## config.mk

```make
export PLATFORM = sky130hd
export DESIGN_NAME = pixel_stream_source_flat
export DESIGN_NICKNAME = d
export VERILOG_FILES = /design/src/rtl/pixel_stream_source_if.sv /design/src/rtl/pixel_stream_source.sv /design/src/flat_wrapper.sv
export SDC_FILE = /design/constraint.sdc
export NUM_CORES = 1
export LEC_CHECK = 0
export ABC_AREA = 1
export ABC_CLOCK_PERIOD_IN_PS = 1800
export BUFFER_PORTS_ARGS = -buffer_cell sky130_fd_sc_hd__clkbuf_2
export CORE_MARGIN = 8
export CORE_UTILIZATION = 52
export DETAILED_ROUTE_END_ITERATION = 12
export PLACE_DENSITY = 0.83
export RECOVER_POWER = 25
export SLEW_MARGIN = 25
export SYNTH_ARGS = -nofsm -noshare
export SYNTH_HDL_FRONTEND = slang
export SYNTH_SLANG_ARGS = --single-unit
```

## constraint.sdc

```tcl
create_clock -name clock -period 1.8 [get_ports clock]
set_input_delay 0.09 -clock clock [delete_from_list [all_inputs] [get_ports clock]]
set_output_delay 0.09 -clock clock [all_outputs]
set_load 0.03 [all_outputs]
```

## src/rtl/pixel_stream_source_if.sv

```systemverilog
// Memory-read and pixel-stream signals between the frame reader, the pixel
// memory and the downstream line buffer.
//   master : frame reader side (drives reads and the pixel stream)
//   slave  : memory / line-buffer side (returns read data, drives ready)
interface pixel_stream_source_if #(
  parameter int unsigned DATA_SIZE  = 8,
  parameter int unsigned ADDR_WIDTH = 10
);
  logic                  mem_rd_en;
  logic [ADDR_WIDTH-1:0] mem_addr;
  logic [DATA_SIZE-1:0]  mem_data;
  logic [DATA_SIZE-1:0]  data_out;
  logic                  data_valid;
  logic                  ready;
  logic                  end_of_row;
  logic                  end_of_frame;

  modport master (
    output mem_rd_en, mem_addr, data_out, data_valid, end_of_row, end_of_frame,
    input  mem_data, ready
  );

  modport slave (
    input  mem_rd_en, mem_addr, data_out, data_valid, end_of_row, end_of_frame,
    output mem_data, ready
  );
endinterface

```

## src/rtl/pixel_stream_source.sv

```systemverilog
// Frame reader: fetches ROW_SIZE*COL_SIZE pixels from a synchronous-read
// memory starting at base_addr and streams them row-major over valid/ready,
// flagging the last pixel of each row and of the frame.
// Ports:
//   clock, reset : clock, asynchronous active-high reset
//   start        : begin one frame (sampled in IDLE only)
//   base_addr    : frame start address, latched on start
//   busy, done   : frame in progress / one-cycle completion pulse
//   bus          : memory read port and pixel stream (master side)
module pixel_stream_source #(
  parameter int unsigned DATA_SIZE  = 8,
  parameter int unsigned ROW_SIZE   = 28,
  parameter int unsigned COL_SIZE   = 28,
  parameter int unsigned ADDR_WIDTH = 10
) (
  input  logic                  clock,
  input  logic                  reset,
  input  logic                  start,
  input  logic [ADDR_WIDTH-1:0] base_addr,
  output logic                  busy,
  output logic                  done,
  pixel_stream_source_if.master bus
);

  localparam int unsigned NPIX  = ROW_SIZE * COL_SIZE;
  localparam int unsigned CNT_W = $clog2(NPIX + 1);
  localparam int unsigned COL_W = (ROW_SIZE > 1) ? $clog2(ROW_SIZE) : 1;
  localparam int unsigned ROW_W = (COL_SIZE > 1) ? $clog2(COL_SIZE) : 1;

  typedef enum logic [1:0] {S_IDLE, S_FETCH, S_DRAIN, S_DONE} state_t;

  state_t                state_q, state_d;
  logic [ADDR_WIDTH-1:0] addr_q, addr_d;
  logic [CNT_W-1:0]      fetch_cnt_q, fetch_cnt_d;
  logic [COL_W-1:0]      col_q, col_d;
  logic [ROW_W-1:0]      row_q, row_d;
  logic                  rvalid_q, rvalid_d;
  logic [DATA_SIZE-1:0]  out_q, out_d;
  logic                  out_vld_q, out_vld_d;
  logic [DATA_SIZE-1:0]  skid_q, skid_d;
  logic                  skid_vld_q, skid_vld_d;
  logic                  eor_q, eor_d;
  logic                  eof_q, eof_d;
  logic                  busy_q, busy_d;
  logic                  done_q, done_d;

  logic                  xfer_c;
  logic                  out_free_c;
  logic [1:0]            held_c;
  logic                  rd_en_c;
  logic                  load_c;
  logic [DATA_SIZE-1:0]  load_data_c;

  // Next-state, datapath and read-issue logic
  always_comb begin
    state_d     = state_q;
    addr_d      = addr_q;
    fetch_cnt_d = fetch_cnt_q;
    col_d       = col_q;
    row_d       = row_q;
    out_d       = out_q;
    out_vld_d   = out_vld_q;
    skid_d      = skid_q;
    skid_vld_d  = skid_vld_q;
    eor_d       = eor_q;
    eof_d       = eof_q;
    busy_d      = busy_q;
    done_d      = 1'b0;
    load_c      = 1'b0;
    load_data_c = skid_q;

    xfer_c     = out_vld_q & bus.ready;
    out_free_c = ~out_vld_q | bus.ready;

    // Pixels held after this edge (output + skid + word returning now).
    // A read is issued only if at most one remains, so the word it returns
    // next cycle always finds a slot even if ready then drops. The read
    // strobe depends on this cycle's ready so a stall stops fetching at once
    // and the first cycle after a stall can already refill the pipe.
    held_c  = 2'(out_vld_q) + 2'(skid_vld_q) + 2'(rvalid_q) - 2'(xfer_c);
    rd_en_c = (state_q == S_FETCH) && (held_c <= 2'd1);
    rvalid_d = rd_en_c;

    // Output register refill: skid entry first, then the returning word
    if (out_free_c) begin
      if (skid_vld_q) begin
        load_c      = 1'b1;
        load_data_c = skid_q;
        skid_vld_d  = rvalid_q;
        if (rvalid_q) skid_d = bus.mem_data;
      end else if (rvalid_q) begin
        load_c      = 1'b1;
        load_data_c = bus.mem_data;
      end else begin
        out_vld_d = 1'b0;
        eor_d     = 1'b0;
        eof_d     = 1'b0;
      end
    end else if (rvalid_q) begin
      skid_vld_d = 1'b1;
      skid_d     = bus.mem_data;
    end

    // col/row track the position of the next pixel entering the output reg
    if (load_c) begin
      out_d     = load_data_c;
      out_vld_d = 1'b1;
      eor_d     = (col_q == COL_W'(ROW_SIZE - 1));
      eof_d     = (col_q == COL_W'(ROW_SIZE - 1)) && (row_q == ROW_W'(COL_SIZE - 1));
      if (col_q == COL_W'(ROW_SIZE - 1)) begin
        col_d = '0;
        row_d = (row_q == ROW_W'(COL_SIZE - 1)) ? '0 : row_q + ROW_W'(1);
      end else begin
        col_d = col_q + COL_W'(1);
      end
    end

    unique case (state_q)
      S_IDLE: begin
        if (start) begin
          addr_d      = base_addr;
          fetch_cnt_d = '0;
          col_d       = '0;
          row_d       = '0;
          busy_d      = 1'b1;
          state_d     = S_FETCH;
        end
      end
      S_FETCH: begin
        if (rd_en_c) begin
          addr_d      = addr_q + ADDR_WIDTH'(1);
          fetch_cnt_d = fetch_cnt_q + CNT_W'(1);
          if (fetch_cnt_q == CNT_W'(NPIX - 1)) state_d = S_DRAIN;
        end
      end
      S_DRAIN: begin
        if (xfer_c && eof_q) begin
          busy_d  = 1'b0;
          done_d  = 1'b1;
          state_d = S_DONE;
        end
      end
      S_DONE: begin
        state_d = S_IDLE;
      end
      default: state_d = S_IDLE;
    endcase
  end

  // State register
  always_ff @(posedge clock or posedge reset) begin
    if (reset) begin
      state_q     <= S_IDLE;
      addr_q      <= '0;
      fetch_cnt_q <= '0;
      col_q       <= '0;
      row_q       <= '0;
      rvalid_q    <= 1'b0;
      out_q       <= '0;
      out_vld_q   <= 1'b0;
      skid_q      <= '0;
      skid_vld_q  <= 1'b0;
      eor_q       <= 1'b0;
      eof_q       <= 1'b0;
      busy_q      <= 1'b0;
      done_q      <= 1'b0;
    end else begin
      state_q     <= state_d;
      addr_q      <= addr_d;
      fetch_cnt_q <= fetch_cnt_d;
      col_q       <= col_d;
      row_q       <= row_d;
      rvalid_q    <= rvalid_d;
      out_q       <= out_d;
      out_vld_q   <= out_vld_d;
      skid_q      <= skid_d;
      skid_vld_q  <= skid_vld_d;
      eor_q       <= eor_d;
      eof_q       <= eof_d;
      busy_q      <= busy_d;
      done_q      <= done_d;
    end
  end

  assign bus.mem_rd_en    = rd_en_c;
  assign bus.mem_addr     = addr_q;
  assign bus.data_out     = out_q;
  assign bus.data_valid   = out_vld_q;
  assign bus.end_of_row   = eor_q;
  assign bus.end_of_frame = eof_q;
  assign busy             = busy_q;
  assign done             = done_q;

endmodule

```

## src/flat_wrapper.sv

```systemverilog
// flat-port wrapper written by rule: the top's interface ports become plain ports
module pixel_stream_source_flat 
#(
  parameter int unsigned DATA_SIZE  = 8,
  parameter int unsigned ROW_SIZE   = 28,
  parameter int unsigned COL_SIZE   = 28,
  parameter int unsigned ADDR_WIDTH = 10
)
  (clock, reset, start, base_addr, busy, done, bus_mem_rd_en, bus_mem_addr, bus_data_out, bus_data_valid, bus_end_of_row, bus_end_of_frame, bus_mem_data, bus_ready);
  pixel_stream_source_if #(.DATA_SIZE(DATA_SIZE), .ADDR_WIDTH(ADDR_WIDTH)) bus_i ();
  input  logic clock;
  input  logic reset;
  input  logic start;
  input  logic [ADDR_WIDTH-1:0] base_addr;
  output logic busy;
  output logic done;
  output wire logic [$bits(bus_i.mem_rd_en)-1:0] bus_mem_rd_en;
  output wire logic [$bits(bus_i.mem_addr)-1:0] bus_mem_addr;
  output wire logic [$bits(bus_i.data_out)-1:0] bus_data_out;
  output wire logic [$bits(bus_i.data_valid)-1:0] bus_data_valid;
  output wire logic [$bits(bus_i.end_of_row)-1:0] bus_end_of_row;
  output wire logic [$bits(bus_i.end_of_frame)-1:0] bus_end_of_frame;
  input wire logic [$bits(bus_i.mem_data)-1:0] bus_mem_data;
  input wire logic [$bits(bus_i.ready)-1:0] bus_ready;
  assign bus_mem_rd_en = bus_i.mem_rd_en;
  assign bus_mem_addr = bus_i.mem_addr;
  assign bus_data_out = bus_i.data_out;
  assign bus_data_valid = bus_i.data_valid;
  assign bus_end_of_row = bus_i.end_of_row;
  assign bus_end_of_frame = bus_i.end_of_frame;
  assign bus_i.mem_data = bus_mem_data;
  assign bus_i.ready = bus_ready;
  pixel_stream_source #(.DATA_SIZE(DATA_SIZE), .ROW_SIZE(ROW_SIZE), .COL_SIZE(COL_SIZE), .ADDR_WIDTH(ADDR_WIDTH)) u_core (.clock(clock), .reset(reset), .start(start), .base_addr(base_addr), .busy(busy), .done(done), .bus(bus_i));
endmodule
```

# Yosys cells after proc, flatten, opt, wreduce, memory -nomap -nowiden
# Cells that the tools add are included.
# classes
bitwise_logic	3
n_eq_ne	13
reduce_logical	12
magnitude_cmp	1
n_addsub	7
n_mux	42
# ops
operator	count
5-bit 2-to-1 mux	9
10-bit 2-to-1 mux	4
8-bit 2-to-1 mux	5
10-bit one-hot mux with 2 select lines	2
10-bit by 1-bit adder with 10-bit output (second input constant)	2
1-bit 2-to-1 mux	16
5-bit by 1-bit adder with 5-bit output (second input constant)	2
10-bit == test (second input constant)	1
5-bit == test (second input constant)	2
3-bit AND reduction	3
2-bit 2-to-1 mux	4
2-bit inequality test (second input constant)	4
2-bit one-hot mux with 4 select lines	1
2-bit nonzero test	4
2-bit by 1-bit inequality test with 1-bit output (second input constant)	3
2-bit == test (second input constant)	2
4-bit AND reduction	1
1-bit logical AND	3
1-bit by 1-bit adder with 2-bit output	1
2-bit by 1-bit adder with 2-bit output	1
2-bit by 1-bit == test with 1-bit output (second input constant)	1
2-bit by 1-bit less-or-equal comparator with 1-bit output (second input constant)	1
2-bit zero test	1
1-bit one-hot mux with 2 select lines	1
4 further kinds	4
# word_totals
ff_bits	55
output_inout_bits	24
in_bits	22
wordCells	92

# Longest topological paths before layout
# Gate-level depths: netlist of the first run.
# logic_depth
depth_word	7
mapped_depth	14
depth_no_buf	13

# Least setup slack after synthesis of the first run
# No wires, ideal clock.
# synth_path
path_type	reg2reg
from	reg u_core.out_vld_q, in the netlist u_core.bus.data_valid
to	reg u_core.fetch_cnt_q[0]
setup_slack_ns	-0.504
path_buffers	0
t_arrival_ns	2.222
stages_incl_launch_ff	11
setup_time_ns	0.083
period_less_slack_ns	2.304
cell_sequence	dfrtp_1 -> nand2_1 -> inv_1 -> ha_1 -> inv_1 -> ha_1 -> nand2_1 -> nand3_1 -> a21oi_1 -> nand2_1 -> o21ai_0
# synth_between
elab_chain_len	7
# synth_lines
item	line	rtl
from (decl)	pixel_stream_source.sv:39	logic out_vld_q, out_vld_d;
from (signal assigned)	pixel_stream_source.sv:175	out_vld_q <= out_vld_d;
1-bit by 1-bit adder with 2-bit output	pixel_stream_source.sv:80	held_c = 2'(out_vld_q) + 2'(skid_vld_q) + 2'(rvalid_q) - 2'(xfer_c);
2-bit by 1-bit adder with 2-bit output	pixel_stream_source.sv:80	
2-bit by 1-bit subtractor with 2-bit output *	pixel_stream_source.sv:80	
2-bit by 1-bit less-or-equal comparator with 1-bit output *	pixel_stream_source.sv:81	rd_en_c = (state_q == S_FETCH) && (held_c <= 2'd1);
1-bit logical AND *	pixel_stream_source.sv:81	
via bus_mem_rd_en	flat_wrapper.sv:17	output wire logic [$bits(bus_i.mem_rd_en)-1:0] bus_mem_rd_en;
2-bit by 1-bit inequality test with 1-bit output (no line) *	--	
3-bit AND reduction (no line) *	--	
to (signal assigned)	pixel_stream_source.sv:170	fetch_cnt_q <= fetch_cnt_d;
to (decl)	pixel_stream_source.sv:34	logic [CNT_W-1:0] fetch_cnt_q, fetch_cnt_d;
# The timed path passes the listed nets; every way through them passes the cells marked *.
# A chain may end at the register's enable or synchronous reset.

# Worst setup path after layout of the first run
# layout_path
from	reg u_core.out_vld_q, in the netlist u_core.bus.data_valid
to	reg u_core.fetch_cnt_q[8]
# layout_between
elab_chain_len	7
# layout_lines
item	line
1-bit by 1-bit adder with 2-bit output	pixel_stream_source.sv:80
2-bit by 1-bit adder with 2-bit output	pixel_stream_source.sv:80
2-bit by 1-bit subtractor with 2-bit output *	pixel_stream_source.sv:80
2-bit by 1-bit less-or-equal comparator with 1-bit output *	pixel_stream_source.sv:81
1-bit logical AND *	pixel_stream_source.sv:81
2-bit by 1-bit inequality test with 1-bit output (no line) *	--
3-bit AND reduction (no line) *	--
# Mark *: on every way between the ends. The rest lies on a longest branch, timed or not.

==> results of run 1 <==
cell usage after synthesis:
cell,instances,share of area [%]
sky130_fd_sc_hd__xnor2_1,1,0.28
sky130_fd_sc_hd__buf_8,1,0.47
sky130_fd_sc_hd__nand3_1,27,4.2
sky130_fd_sc_hd__clkbuf_1,3,0.35
sky130_fd_sc_hd__o21ai_2,3,0.83
sky130_fd_sc_hd__buf_4,1,0.24
sky130_fd_sc_hd__o21ai_0,35,5.5
sky130_fd_sc_hd__nand3_4,1,0.55
sky130_fd_sc_hd__nand2_2,3,0.59
sky130_fd_sc_hd__nand2_1,151,18
sky130_fd_sc_hd__o21a_1,1,0.24
sky130_fd_sc_hd__or2_2,1,0.20
sky130_fd_sc_hd__o21bai_1,1,0.24
sky130_fd_sc_hd__buf_2,5,0.79
sky130_fd_sc_hd__buf_6,3,1.1
sky130_fd_sc_hd__inv_1,49,5.8
sky130_fd_sc_hd__or2_1,1,0.20
sky130_fd_sc_hd__a21oi_1,12,1.9
sky130_fd_sc_hd__inv_4,2,0.39
sky130_fd_sc_hd__nand2_4,2,0.71
sky130_fd_sc_hd__nor2_4,1,0.35
sky130_fd_sc_hd__inv_2,1,0.12
sky130_fd_sc_hd__nor2_1,36,4.2
sky130_fd_sc_hd__nor2_2,1,0.20
sky130_fd_sc_hd__xor2_1,3,0.83
sky130_fd_sc_hd__o21ai_1,9,1.4
sky130_fd_sc_hd__nand3b_1,3,0.71
sky130_fd_sc_hd__ha_1,9,3.5
sky130_fd_sc_hd__dfrtp_1,55,43
sky130_fd_sc_hd__nand4_1,12,2.4
sky130_fd_sc_hd__nand3_2,2,0.63
metal layers:
layer	part of all wire [%]	vias up	track usage [%]
li1	-	1499	-
met1	43	1384	19.4
met2	51	41	29.9
met3	4.1	9	4.08
met4	1.5	0	5.68
met5	0	-	0
what timing repair did:
action                                  CTS  global route
buffers inserted                          4             3
gates resized for setup                  19            38
endpoints found under the setup margin   23            23
pin swaps                                 9            11
cloned                                    0             1
endpoints found under the hold margin    15             0
hold buffers                              1             0
logic make-up (layout without fill, tap and decap cells):
group | Yosys count | after routing | share of synthesized area, %
xor gates and xnor gates | 4 | 4 | 1.10
buffers and inverters | 65 | 129 | 9.20
DFF | 55 | 55 | 43.3
AOI/OAI and AO/OA | 61 | 61 | 10.1
adders and majority gates | 9 | 9 | 3.54
and+or+nand+nor | 241 | 241 | 32.8
flip-flops by register name, indices dropped and copies added (netlist names):
signal	count
u_core.bus.data_out	8
u_core.bus.data_valid	1
u_core.bus.end_of_frame	1
u_core.bus.end_of_row	1
u_core.bus.mem_addr	10
u_core.busy	1
u_core.col_q	5
u_core.done	1
u_core.fetch_cnt_q	10
u_core.row_q	5
u_core.rvalid_q	1
u_core.skid_q	8
u_core.skid_vld_q	1
u_core.state_q	2
through the flow:
step | hold WS [ns] | worst slack [ns]
final | 0.0840 | -0.311
after floorplan | 0.263 | -0.205
after CTS | 0.0676 | -0.289
after global placement | 0.0548 | -0.0632
after detailed placement | 0.0573 | -0.128
after global routing | 0.106 | -0.404
report_power, final:
part	internal (mW)	switching, mW
clock network	0.283	0.424
registers	1.61	0.344
logic	1.37	2.34
worst paths after layout:
check | startpoint | end
max | u_core.bus.data_valid | u_core.fetch_cnt_q[8]
max reg2reg | u_core.bus.data_valid | u_core.fetch_cnt_q[8]
min reg2reg | u_core.bus.data_out[5] | u_core.bus.data_out[5]
min in group asynchronous | reset | u_core.bus.data_out[0]
min | base_addr[4] | u_core.bus.mem_addr[4]
max in group asynchronous | reset | u_core.bus.data_valid
area by class of cell:
type	instances	share of cell area, %
repair buffers	69	12.0
clock inverters	2	0.446
flip-flops and latches	55	35.1
well taps	75	2.39
multi-input cells	315	43.0
clock buffers	6	1.85
inverters	52	5.22
critical path: stages, from the launching register on:
cell,delay [ns]
sky130_fd_sc_hd__dfrtp_2,0.43
sky130_fd_sc_hd__nand2_2,0.08
sky130_fd_sc_hd__inv_2,0.05
sky130_fd_sc_hd__ha_4,0.25
sky130_fd_sc_hd__inv_2,0.03
sky130_fd_sc_hd__ha_4,0.26
sky130_fd_sc_hd__nand2_4,0.05
sky130_fd_sc_hd__nand2_2,0.07
sky130_fd_sc_hd__nand2_2,0.06
sky130_fd_sc_hd__buf_6,0.12
sky130_fd_sc_hd__nand3_4,0.06
sky130_fd_sc_hd__nand3_4,0.18
sky130_fd_sc_hd__buf_12,0.22
sky130_fd_sc_hd__nand2_2,0.06
sky130_fd_sc_hd__o21ai_2,0.06
==> results.json, run 1 <==
{
  "final_cell_count_no_fill": 574,
  "arrival_ns": 2.32,
  "rows": 28,
  "finalHoldViolations": 0,
  "drive_gt1_share_pct": 27.1,
  "place_inst": 557,
  "cts.path.max_buffers": 2,
  "drt-initial-drc-count": 136,
  "cts.reportedPaths.clkPinSlew_ns": 0.10,
  "grt_setup_unrepaired": "true",
  "layout_setup_ws_ns": -0.311,
  "max-slew-margin-rel_pct": 58.8,
  "worst_setup_path_start_kind": "flop",
  "synthesis.yosys.warnings": 0,
  "worstHoldPathCells": 5,
  "cts_tree": "built",
  "setup.worst_path.class": "reg2reg",
  "floorplan.die.width_um": 94.2,
  "static-leakage-power_nw": 2.04,
  "postRouteAntennaNets": 0,
  "cts.sink_count": 55,
  "initial_utilization_pct": 53.7,
  "drc_viols": 0,
  "post_synth_instance_area_mm2": 0.00318,
  "max_freq_mhz": 474,
  "finalSetupTns_ns": -6.13,
  "timing.critical_path.required_ns": 2.00,
  "fillerInstances": 459,
  "finalSetupViolCount": 24,
  "syn_area_per_cell_um2": 7.31,
  "power_mw": 6.37,
  "core_area_mm2": 0.00592,
  "grt_first_pass_wirelength_um": 12400,
  "globalRoute.totalOverflow": 0,
  "report.final.slew_viol_count": 0,
  "final_common_cell": "sky130_fd_sc_hd__nand2_1",
  "min_period_ns": 2.11,
  "violated_checks": "negative setup slack",
  "worst-r2r-setup-slack_ns": -0.31,
  "die_area_mm2": 0.00888,
  "power_per_cell_area_mw_per_mm2": 1620,
  "routabilityCongestion": 0.834,
  "max_cap_violations": 0,
  "crit_path_max_fanout": 7,
  "final_wl_um": 7520,
  "dp.final_hpwl_um": 5100,
  "initial_antenna_violation_count": 0,
  "cts_h_tree_depth": 2,
  "syn-num-nets": 466,
  "worst_ir_drop_vdd_mv": 0.735,
  "num-nets-final": 529,
  "synth_cells": 435,
  "die_h_um": 94.2,
  "vias": 2933,
  "vias_per_cell": 5.11,
  "ant_cells": 0,
  "gr-usage-all-layers_pct": 16.9,
  "ys_seq_elements": 55,
  "clock_latency_ns": 0.32,
  "area_growth_syn_to_layout_pct": 23.5,
  "vias_in_the_first_global_route": 2795,
  "final_core_util_pct": 66.4,
  "synth-seq-area-share_pct": 43.3,
  "r2r_worst_path_depth": 14,
  "largest_net_degree_at_the_start_of_global_routing": 33,
  "mostFrequentLayoutCells": "sky130_fd_sc_hd__nand2_1, sky130_fd_sc_hd__dfrtp_1, sky130_fd_sc_hd__inv_1",
  "clock_tree.root_cell": "sky130_fd_sc_hd__clkbuf_8",
  "drt_pass1_iterations": 4,
  "place.port_buffers": 45,
  "min_delay_path_class": "in2reg",
  "timing.clock.skew_ns": 0.0137,
  "numCtsBuffers": 5,
  "seqCellArea_mm2": 0.00138,
  "run_status": "finished with violations",
  "multiInputGateArea_mm2": 0.00169,
  "post_dp_cell_area_mm2": 0.00357,
  "worst-slew-pin-transition_ns": 0.618,
  "stdcell_area_mm2": 0.00393,
  "synthDistinctLibCells": 31,
  "post_drt_wl_per_cell_um": 13.1,
  "io_pins": 46,
  "post-route-period-util_pct": 117,
  "critPathCaptureType": "flop"
}
Power figures use the tool's default switching activity.
==> run 2, diff against run 1 <==
--- a/config.mk
+++ b/config.mk
@@ -13,6 +13,7 @@
 export DETAILED_ROUTE_END_ITERATION = 12
 export PLACE_DENSITY = 0.83
 export RECOVER_POWER = 25
+export REMOVE_ABC_BUFFERS = 1
 export SLEW_MARGIN = 25
 export SYNTH_ARGS = -nofsm -noshare
 export SYNTH_HDL_FRONTEND = slang
==> run 2 against run 1 <==
Effect of this change: first-iteration DRC count up 62%; register-to-register slack better by 0.07 ns; routed wire length is 9.1% higher; critical endpoint is now u_core.fetch_cnt_q[2]; cell area rose by 1.6%; fmax increased by 3.7%; worst hold slack worse by 0.017 ns; via count up 6.0%; cell count rose by 0.35%; the flow still finishes with violations (negative setup slack); largest cell class unchanged; clock power fell by 2%; critical path type unchanged; sequential share of layout area fell by 0.58 points.
==> results.json, run 2 (synthesis gave the netlist of run 1 again) <==
{
  "run_status": "finished with violations",
  "violated_checks": "negative setup slack",
  "place_inst": 555,
  "largest_net_degree_at_the_start_of_global_routing": 44,
  "pwr-share-clk_pct": 10.0,
  "io_pins": 46,
  "cts.path.max_buffers": 2,
  "initial_utilization_pct": 53.7,
  "finalHoldViolations": 0,
  "vias_per_cell": 5.40,
  "clock_latency_ns": 0.32,
  "cts_h_tree_depth": 2,
  "max_cap_violations": 0,
  "power.switching_fraction_pct": 47.7,
  "timing.rr.end": "u_core.fetch_cnt_q[2]",
  "final_cell_count_no_fill": 576,
  "worst-r2r-setup-slack_ns": -0.24,
  "rows": 28,
  "drc_viols": 0,
  "seqCellArea_mm2": 0.00138,
  "cellInternalPower_mw": 3.63,
  "report.final.slew_viol_count": 0,
  "core_area_mm2": 0.00592,
  "combinationalPowerShare_pct": 61.4,
  "postRouteAntennaNets": 0,
  "cts.reportedPaths.clkPinSlew_ns": 0.10,
  "min_delay_path_class": "in2reg",
  "layout_setup_ws_ns": -0.237,
  "multiInputGateArea_mm2": 0.00167,
  "max_freq_mhz": 491,
  "vias_in_the_first_global_route": 2984,
  "dp.final_hpwl_um": 5130,
  "holdCritStartpoint": "base_addr[2]",
  "power_per_cell_area_mw_per_mm2": 1740,
  "routabilityCongestion": 0.809,
  "drt_pass1_iterations": 4,
  "worstHoldPathCells": 5,
  "timing.hold.worst_endpoint": "u_core.bus.mem_addr[2]",
  "num-nets-final": 531,
  "worst_r2r_startpoint": "u_core.bus.data_valid",
  "cts_tree": "built",
  "static-leakage-power_nw": 2.07,
  "mostFrequentLayoutCells": "sky130_fd_sc_hd__nand2_1, sky130_fd_sc_hd__dfrtp_1, sky130_fd_sc_hd__inv_1",
  "crit_path_max_fanout": 5,
  "finalSetupTns_ns": -4.32,
  "clock_tree.root_cell": "sky130_fd_sc_hd__clkbuf_8",
  "arrival_ns": 2.24,
  "final_wl_um": 8210,
  "r2r_worst_path_depth": 14,
  "final_core_util_pct": 67.4,
  "gr-usage-all-layers_pct": 17.9,
  "post-route-period-util_pct": 113,
  "setup.worst_path.class": "reg2reg",
  "drive_gt1_share_pct": 25.1,
  "finalSetupViolCount": 23,
  "vias": 3110,
  "initial_antenna_violation_count": 0,
  "grt_setup_unrepaired": "true",
  "globalRoute.totalOverflow": 0,
  "final_common_cell": "sky130_fd_sc_hd__nand2_1",
  "critPathCaptureType": "flop",
  "hold-worst-slack_ns": 0.0674,
  "cts.sink_count": 55,
  "worst-slew-pin-transition_ns": 0.605,
  "drt-initial-drc-count": 220,
  "worst_ir_drop_vdd_mv": 0.975,
  "grt_first_pass_wirelength_um": 13200,
  "die_h_um": 94.2,
  "timing.critical_path.required_ns": 2.01,
  "min_period_ns": 2.04,
  "switchingPower_mw": 3.31,
  "timing.critical_path.from": "u_core.bus.data_valid",
  "die_area_mm2": 0.00888,
  "max-slew-margin-rel_pct": 59.7,
  "post_drt_wl_per_cell_um": 14.3,
  "place.port_buffers": 45,
  "area_growth_syn_to_layout_pct": 25.5,
  "timing.clock.skew_ns": 0.00892,
  "numCtsBuffers": 5,
  "worst_setup_path_start_kind": "flop",
  "ant_cells": 0,
  "sequential_power_share_pct": 28.6,
  "floorplan.die.width_um": 94.2,
  "fillerInstances": 471
}
==> run 2: changes by cell type in the layout (fill, tap and decap cells not counted), moves of 2 or more <==
cell and delta:
sky130_fd_sc_hd__buf_16 +3, sky130_fd_sc_hd__buf_4 -3, sky130_fd_sc_hd__nand2_1 +9, sky130_fd_sc_hd__nand2_2 -10, sky130_fd_sc_hd__o21ai_1 +2, sky130_fd_sc_hd__o21ai_2 -3
==> run 2: timing repair <==
item | in CTS | in global routing
hold buffers | 1 | 0
endpoints found under the setup margin | 23 | 23
gates resized for setup | 24 | 35
cloned | 3 | 1
endpoints found under the hold margin | 12 | 0
setup buffers | 7 | 3
pin swaps | 7 | 6
==> run 2: critical path, cell delays in order, from the launching register on <==
cell and delay (ns):
sky130_fd_sc_hd__dfrtp_1 0.39, sky130_fd_sc_hd__nand2_1 0.08, sky130_fd_sc_hd__inv_2 0.06, sky130_fd_sc_hd__ha_4 0.26, sky130_fd_sc_hd__inv_2 0.04, sky130_fd_sc_hd__ha_4 0.26
sky130_fd_sc_hd__nand2_4 0.06, sky130_fd_sc_hd__nand2_4 0.07, sky130_fd_sc_hd__nand2_4 0.06, sky130_fd_sc_hd__nand3_4 0.07, sky130_fd_sc_hd__nand3_4 0.14, sky130_fd_sc_hd__buf_12 0.18
sky130_fd_sc_hd__buf_16 0.13, sky130_fd_sc_hd__nand2_1 0.06, sky130_fd_sc_hd__o21ai_1 0.06
==> run 2: layer usage <==
metal  up-vias  track usage, %  share of wire (%)
met5         -               0                  0
met4         0            6.08                2.2
met3        21            2.88                5.7
met2       119            31.2                 52
met1      1461            21.7                 40
li1       1509               -                  -
==> run 2: stage by stage <==
stage	setup slack [ns]	instance area, um^2	total power, mW
final	-0.237	3990	6.94
after global routing	-0.314	3990	7.43
after CTS	-0.240	3870	6.51
after detailed placement	-0.156	3530	4.96
after global placement	-0.0276	3530	4.83
after floorplan	-0.504	3090	3.95
==> run 2: layout make-up <==
cell class / count / share of cell area, %
clock inverters: 2 / 0.439
repair buffers: 70 / 13.5
clock buffers: 6 / 1.82
inverters: 52 / 5.26
multi-input cells: 315 / 41.8
well taps: 75 / 2.35
flip-flops and latches: 55 / 34.5
repair inverters: 1 / 0.282
==> run 2: how the worst max path moves through the flow <==
stage	end	slack (ns)	cells after the start
floorplan	u_core.fetch_cnt_q[0]	-0.50	10
global placement	u_core.bus.mem_addr[9]	-0.03	14
detailed placement	u_core.fetch_cnt_q[8]	-0.16	11
CTS	bus_mem_rd_en	-0.24	10
global route	u_core.fetch_cnt_q[2]	-0.31	14
finish	u_core.fetch_cnt_q[2]	-0.24	14
==> run 2: power by group through the flow <==
stage,Combinational (mW),Sequential (mW),Clock [mW]
2_1_floorplan,1.62,2.33,0
3_5_place_dp,3.00,1.97,0
3_3_place_gp,2.89,1.94,0
5_1_grt,4.63,2.03,0.762
4_1_cts,3.86,1.94,0.702
6_report,4.26,1.98,0.694
